<file path="src/rtl/train_sequencer_pkg.sv">
`default_nettype none
// ============================================================================
// Module      : train_sequencer_pkg
// Description : Shared types and width helpers for the train_sequencer slice.
//               Holds the run-state enum and the helpers that size the index,
//               epoch, sample-counter and credit-counter fields.
// Revision    : 1.0 - initial release
// ============================================================================
package train_sequencer_pkg;

  // Run states of the sequencer.
  typedef enum logic [1:0] {
    IDLE  = 2'd0,
    ISSUE = 2'd1,
    DRAIN = 2'd2,
    DONE  = 2'd3
  } seqState_t;

  // Width of a sample index (NS >= 2, so never zero).
  function automatic int idxWidth(input int ns);
    return $clog2(ns);
  endfunction

  // Width of the epoch number, able to hold 0..ne.
  function automatic int epochWidth(input int ne);
    return $clog2(ne + 1);
  endfunction

  // Issued/completed counters must reach NS itself, hence one extra bit.
  function automatic int cntWidth(input int ns);
    return $clog2(ns) + 1;
  endfunction

  // Width of the outstanding-sample counter, able to hold 0..maxOut.
  function automatic int creditWidth(input int maxOut);
    return $clog2(maxOut + 1);
  endfunction

  function automatic bit isPow2(input int n);
    return (n > 0) && ((n & (n - 1)) == 0);
  endfunction

endpackage
`default_nettype wire

</file>
<file path="src/rtl/train_sequencer_credit.sv">
`default_nettype none
// ============================================================================
// Module      : seq_credit_counter
// Description : Up/down counter of samples in flight. An increment and a
//               decrement in the same cycle cancel out. Reports full
//               (count >= MAX) and empty (count == 0).
// Ports       : iClk, iRst      - clock, synchronous active-high reset
//               iClr            - synchronous clear (new run)
//               iInc, iDec      - one issued sample / one completed sample
//               oFull, oEmpty   - credit limit reached / nothing in flight
// Revision    : 1.0 - initial release
// ============================================================================
module seq_credit_counter #(
  parameter int MAX = 2,
  parameter int W   = 2
) (
  input  logic iClk,
  input  logic iRst,
  input  logic iClr,
  input  logic iInc,
  input  logic iDec,
  output logic oFull,
  output logic oEmpty
);

  localparam logic [W-1:0] c_max = W'(MAX);
  localparam logic [W-1:0] c_one = W'(1);

  logic [W-1:0] r_count;

  always_ff @(posedge iClk) begin
    if (iRst || iClr) begin
      r_count <= '0;
    end else begin
      case ({iInc, iDec})
        2'b10:   r_count <= r_count + c_one;
        2'b01:   r_count <= r_count - c_one;
        default: r_count <= r_count;
      endcase
    end
  end

  assign oFull  = (r_count >= c_max);
  assign oEmpty = (r_count == '0);

endmodule
`default_nettype wire

</file>
<file path="src/rtl/train_sequencer.sv">
`default_nettype none
// ============================================================================
// Module      : train_sequencer
// Description : Sequences the output layer through one inference pass or NE
//               training epochs. Issues sample indices to the sample/teacher
//               memory, limits samples in flight to MAXOUT, counts completion
//               tokens and signals end of run with a one-cycle oDone.
// Options     : SEQ_SHUFFLE_EN - when defined, the issued index is XORed with
//               the bit-reversed epoch number (per-epoch permutation; NS must
//               be a power of two).
// Ports       : iCLK, iRST                  - clock, sync active-high reset
//               iStart, iTrain              - start pulse and run type
//               oMode, oLR                  - layer mode / learning-rate select
//               oValid/iReady/oData_BM_Index - sample index stream
//               iValid/oReady_AS_Done       - completion token stream
//               oBusy, oDone, oEpoch        - run status
// Revision    : 1.0 - initial release
// ============================================================================
module train_sequencer
  import train_sequencer_pkg::*;
#(
  parameter int NS        = 16,
  parameter int NE        = 8,
  parameter int MAXOUT    = 2,
  parameter int LR_SWITCH = 4
) (
  input  logic                     iCLK,
  input  logic                     iRST,
  input  logic                     iStart,
  input  logic                     iTrain,
  output logic                     oMode,
  output logic                     oLR,
  output logic                     oValid_BM_Index,
  input  logic                     iReady_BM_Index,
  output logic [$clog2(NS)-1:0]    oData_BM_Index,
  input  logic                     iValid_AS_Done,
  output logic                     oReady_AS_Done,
  output logic                     oBusy,
  output logic                     oDone,
  output logic [$clog2(NE+1)-1:0]  oEpoch
);

  localparam int c_idxW   = idxWidth(NS);
  localparam int c_epochW = epochWidth(NE);
  localparam int c_cntW   = cntWidth(NS);
  localparam int c_credW  = creditWidth(MAXOUT);

  localparam logic [c_cntW-1:0]   c_ns        = c_cntW'(NS);
  localparam logic [c_cntW-1:0]   c_nsM1      = c_cntW'(NS - 1);
  localparam logic [c_cntW-1:0]   c_cntOne    = c_cntW'(1);
  localparam logic [c_epochW-1:0] c_epochOne  = c_epochW'(1);
  localparam logic [c_epochW-1:0] c_lastEpoch = c_epochW'(NE - 1);

  seqState_t r_state;
  seqState_t w_stateNext;

  logic [c_cntW-1:0]   r_issued;
  logic [c_cntW-1:0]   r_completed;
  logic [c_epochW-1:0] r_epoch;
  logic [c_epochW-1:0] w_epochInc;
  logic                r_mode;
  logic                r_lr;

  logic w_full;
  logic w_empty;
  logic w_valid;
  logic w_ready;
  logic w_idxHs;
  logic w_doneHs;
  logic w_startAcc;
  logic w_lastIssue;
  logic w_epochEnd;
  logic w_finalEpoch;

  // --------------------------------------------------------------------------
  // Handshake qualification
  // --------------------------------------------------------------------------
  // oValid can only drop through an index handshake (issued++ / credit used),
  // because outstanding only decreases while no index is accepted.
  assign w_valid  = (r_state == ISSUE) && !w_full && (r_issued < c_ns);
  assign w_ready  = ((r_state == ISSUE) || (r_state == DRAIN)) && !w_empty;
  assign w_idxHs  = w_valid && iReady_BM_Index;
  assign w_doneHs = w_ready && iValid_AS_Done;

  assign w_startAcc  = (r_state == IDLE) && iStart;
  assign w_lastIssue = w_idxHs && (r_issued == c_nsM1);
  // The NS-th completion implies every index was issued and nothing is left
  // in flight, so the epoch ends on this handshake.
  assign w_epochEnd   = w_doneHs && (r_completed == c_nsM1);
  assign w_finalEpoch = !r_mode || (r_epoch == c_lastEpoch);
  assign w_epochInc   = r_epoch + c_epochOne;

  seq_credit_counter #(
    .MAX (MAXOUT),
    .W   (c_credW)
  ) u_credit (
    .iClk   (iCLK),
    .iRst   (iRST),
    .iClr   (w_startAcc),
    .iInc   (w_idxHs),
    .iDec   (w_doneHs),
    .oFull  (w_full),
    .oEmpty (w_empty)
  );

  // --------------------------------------------------------------------------
  // FSM
  // --------------------------------------------------------------------------
  always_ff @(posedge iCLK) begin
    if (iRST) begin
      r_state <= IDLE;
    end else begin
      r_state <= w_stateNext;
    end
  end

  always_comb begin
    w_stateNext = r_state;
    oBusy       = 1'b0;
    oDone       = 1'b0;
    case (r_state)
      IDLE: begin
        if (iStart) begin
          w_stateNext = ISSUE;
        end
      end
      ISSUE: begin
        oBusy = 1'b1;
        if (w_lastIssue) begin
          w_stateNext = DRAIN;
        end
      end
      DRAIN: begin
        oBusy = 1'b1;
        if (w_epochEnd) begin
          w_stateNext = w_finalEpoch ? DONE : ISSUE;
        end
      end
      DONE: begin
        oDone       = 1'b1;
        w_stateNext = IDLE;
      end
      default: begin
        w_stateNext = IDLE;
      end
    endcase
  end

  // --------------------------------------------------------------------------
  // Run counters, mode and learning-rate select
  // --------------------------------------------------------------------------
  always_ff @(posedge iCLK) begin
    if (iRST) begin
      r_issued    <= '0;
      r_completed <= '0;
      r_epoch     <= '0;
      r_mode      <= 1'b0;
      r_lr        <= 1'b0;
    end else if (w_startAcc) begin
      r_issued    <= '0;
      r_completed <= '0;
      r_epoch     <= '0;
      r_mode      <= iTrain;
      r_lr        <= iTrain && (LR_SWITCH <= 0);
    end else if (w_epochEnd && !w_finalEpoch) begin
      // Next training epoch: restart index issue from zero.
      r_issued    <= '0;
      r_completed <= '0;
      r_epoch     <= w_epochInc;
      r_lr        <= r_mode && (int'(w_epochInc) >= LR_SWITCH);
    end else begin
      if (w_idxHs) begin
        r_issued <= r_issued + c_cntOne;
      end
      if (w_doneHs) begin
        r_completed <= r_completed + c_cntOne;
      end
    end
  end

  // --------------------------------------------------------------------------
  // Outputs
  // --------------------------------------------------------------------------
  assign oMode           = r_mode;
  assign oLR             = r_lr;
  assign oEpoch          = r_epoch;
  assign oValid_BM_Index = w_valid;
  assign oReady_AS_Done  = w_ready;

`ifdef SEQ_SHUFFLE_EN
  if (!isPow2(NS)) begin : g_nsCheck
    $error("train_sequencer: SEQ_SHUFFLE_EN requires NS to be a power of two");
  end

  logic [c_idxW-1:0] w_epochIdx;
  logic [c_idxW-1:0] w_mask;

  // Epoch truncated or zero-extended to index width, then bit-reversed so
  // that consecutive epochs flip the high-order index bits first.
  assign w_epochIdx = c_idxW'(r_epoch);

  for (genvar i = 0; i < c_idxW; i++) begin : g_rev
    assign w_mask[i] = w_epochIdx[c_idxW-1-i];
  end

  assign oData_BM_Index = r_issued[c_idxW-1:0] ^ w_mask;
`else
  assign oData_BM_Index = r_issued[c_idxW-1:0];
`endif

endmodule
`default_nettype wire
</file>
<file path="config.mk">
export PLATFORM = sky130hd
export DESIGN_NAME = train_sequencer
export DESIGN_NICKNAME = d
export VERILOG_FILES = /design/src/rtl/train_sequencer_pkg.sv /design/src/rtl/train_sequencer_credit.sv /design/src/rtl/train_sequencer.sv
export SDC_FILE = /design/constraint.sdc
export NUM_CORES = 1
export LEC_CHECK = 0
export ABC_AREA = 1
export CAP_MARGIN = 5
export CORE_MARGIN = 5
export CORE_UTILIZATION = 56
export CTS_CLUSTER_DIAMETER = 30
export DETAILED_ROUTE_END_ITERATION = 16
export GPL_TIMING_DRIVEN = 0
export PLACE_DENSITY = 0.84
export SLEW_MARGIN = 20
export SYNTH_ARGS = -nofsm -noshare
export SYNTH_HDL_FRONTEND = slang
export SYNTH_SLANG_ARGS = --single-unit
</file>
<file path="constraint.sdc">
create_clock -name iCLK -period 3.2 [get_ports iCLK]
set_input_delay 0.48 -clock iCLK [delete_from_list [all_inputs] [get_ports iCLK]]
set_output_delay 0.48 -clock iCLK [all_outputs]
set_load 0.01 [all_outputs]
</file>
==> flow_summary_export.csv <==
group,metric,value,unit
outcome,status,"finished, final reports clean",
layout,mostFrequentLayoutCell,"nand2_1",
worst_hold_path,min_path_cells,2,
synthesis,synth_top_cell_by_area,"dfxtp_1",
critical_path,cp-start-kind,"flip-flop",
sta,max_slew_margin,81.7,%
clocking,cts_hold_buf,0,
layout,antenna_cells,0,
drt,wirelength,2.39,mm
global_route,grt_pass1_vias,981,
critical_path,path_class,"flip-flop to output pin",
critical_path,crit_arrival,2.01,ns
global_route,grt-ovfl-total,0,
worst_hold_path,hp-class,"flip-flop to flip-flop",
drt,avgViaCountPerCell,5.15,
critical_path,r2r_end,"u_credit.r_count[1]",
sta,rsz0062_at_grt,"false",
place,portBuffers,19,
drt,wl_per_cell,11.8,um
floorplanning,start_util,57.5,%
place,place_area,1460,um^2
worst_hold_path,worst_hold_startpoint,"r_completed[4]",
layout,final_cell_mix,"24 x nand2_1, 20 x dfxtp_1, 19 x clkdlybuf4s50_1",
critical_path,crit_fanout,5,
floorplanning,coreArea,2150,um^2
clocking,cts_tree,"done",
sta,hold_slack,0.490,ns
power_and_ir_drop,p_leak,0.628,nW
clocking,cts_root_buffer,"clkbuf_4",
sta,fin_crit_sh,77.7,%
floorplanning,fp-row-count,17,
power_and_ir_drop,total_power,0.759,mW
sta,drv_slew,0,
synthesis,synth-seq-cells,20,
clocking,clock_latency,0.31,ns
global_route,antenna_found_initial,0,
floorplanning,io_pins,20,
layout,seqCellArea,400,um^2
clocking,cts_buffers,3,
place,place.gp.congestion,0.742,
critical_path,crit_required,2.72,ns
clocking,post_cts_buffers,0,
power_and_ir_drop,worst_ir_drop_vdd,0.472,mV
clocking,cts_resized,0,
clocking,clock_sinks,20,
clocking,path_clk_slew,0.12,ns
critical_path,rrSetupSlack,1.20,ns
sta,tightest_slew,0.274,ns
synthesis,synth_nets,168,
drt,drtPass1Iterations,4,
floorplanning,die_w,57.0,um
layout,area_growth,21.2,%
sta,fmax,402,MHz
drt,ant_nets,0,
synthesis,avgSynthCellArea,8.18,um^2
layout,multi_input_area,721,um^2
sta,tns,0,ns
synthesis,synth.area.top_cells,"dfxtp_1 32%, ha_1 11%, nand2_1 7.3%",
layout,drive_above_1_share,20.1,%
power_and_ir_drop,p_per_area,508,nW/um^2
synthesis,netlist_instances,151,
clocking,cts_buffer_depth,2,
synthesis,synth_cell_type_count,28,
layout,utilization,69.7,%
layout,fill_cells,164,
flow_run,cap_violations,0,
synthesis,ys_warn_count,0,
critical_path,worstReg2RegStart,"r_state[1]",
drt,drc_errors,0,
floorplanning,die_area,3240,um^2
sta,clock_skew,0.00649,ns
synthesis,syn_area,1230,um^2
critical_path,cp-end-kind,"output pin",
sta,final-hold-violation-count,0,
worst_hold_path,holdPathEnd,"r_completed[4]",
global_route,grtUsageTotal,15.6,%
drt,num_vias,1040,
synthesis,seq_area_frac_synth,32.4,%
layout,fin_nets,192,
drt,dr.first_iter.drc_count,12,
floorplanning,die_y,57.0,um
sta,report.final.setup_viol,0,
global_route,grt_max_degree,12,
sta,fin_crit,2.49,ns
place,dp_hpwl,1.91,mm
critical_path,worst-r2r-cell-count,10,
layout,fin_area,1500,um^2
global_route,grt_pass1_wl,4.09,mm
clocking,h-tree-depth,1,
synthesis,synth_top_area_share,32.4,%
[critical path, cell delays in order, from the launching register on]
cell,delay [ns]
dfxtp_1,0.42
inv_1,0.12
ha_1,0.46
o21a_1,0.17
clkdlybuf4s50_1,0.53
[synth_stat cells (all sizes together)]
| master | instances |
|---|---|
| o21ai | 6 |
| nor3 | 2 |
| a21oi | 13 |
| nand4 | 2 |
| or2 | 3 |
| ha | 11 |
| nand2 | 28 |
| nor3b | 1 |
| buf | 4 |
| o21a | 2 |
| inv | 21 |
| nand3 | 8 |
| xor2 | 5 |
| nor2 | 25 |
| dfxtp | 20 |
[through the flow]
step,setup slack [ns],cells
floorplan,1.40,151
global placement,1.10,198
detailed placement,1.07,198
CTS,0.699,202
global route,0.628,202
finish,0.714,202
[flip-flops by register name (all words and copies together), names as in the netlist]
name              flops
r_completed           5
u_credit.r_count      2
r_issued              5
oEpoch                4
oMode                 1
oLR                   1
r_state               2
[power breakdown]
| group | switching (mW) | internal [mW] |
|---|---|---|
| clock | 0.0831 | 0.0696 |
| combinational | 0.188 | 0.128 |
| sequential | 0.0219 | 0.268 |
[final cells by class]
class / instances / share of cell area, %
flip-flops and latches: 20 / 26.8
repair buffers: 19 / 12.7
inverters: 21 / 5.60
well taps: 28 / 2.34
plain buffers: 4 / 2.01
clock buffers: 4 / 2.42
multi-input cells: 106 / 48.2
[how the worst max path moves through the flow]
stage / slack [ns] / start / to / cells after the start
after detailed placement: 1.07 / r_state[1] / oReady_AS_Done / 4
after global routing: 0.63 / r_state[1] / oReady_AS_Done / 4
final: 0.71 / r_state[1] / oReady_AS_Done / 4
after CTS: 0.70 / r_state[1] / oReady_AS_Done / 4
after floorplan: 1.40 / r_state[0] / u_credit.r_count[1] / 10
after global placement: 1.10 / r_state[1] / oReady_AS_Done / 4
[kinds of logic after synthesis]
kind of cell | count (synthesis) | synth area share [%]
fa+ha+maj | 11 | 11.1
simple gates | 69 | 32.3
compound gates | 21 | 11.3
buf+inv | 25 | 9.22
xor+xnor | 5 | 3.55
flops | 20 | 32.4
[routing by layer]
layer  global-route usage (%)  vias to the layer above  wire length, um
met5                        0                        -                0
met1                     18.0                      496              970
li1                         -                      522                -
met3                     5.20                        4               99
met2                     27.7                       18             1290
met4                     3.97                        0               27
Power figures use the tool's default switching activity.
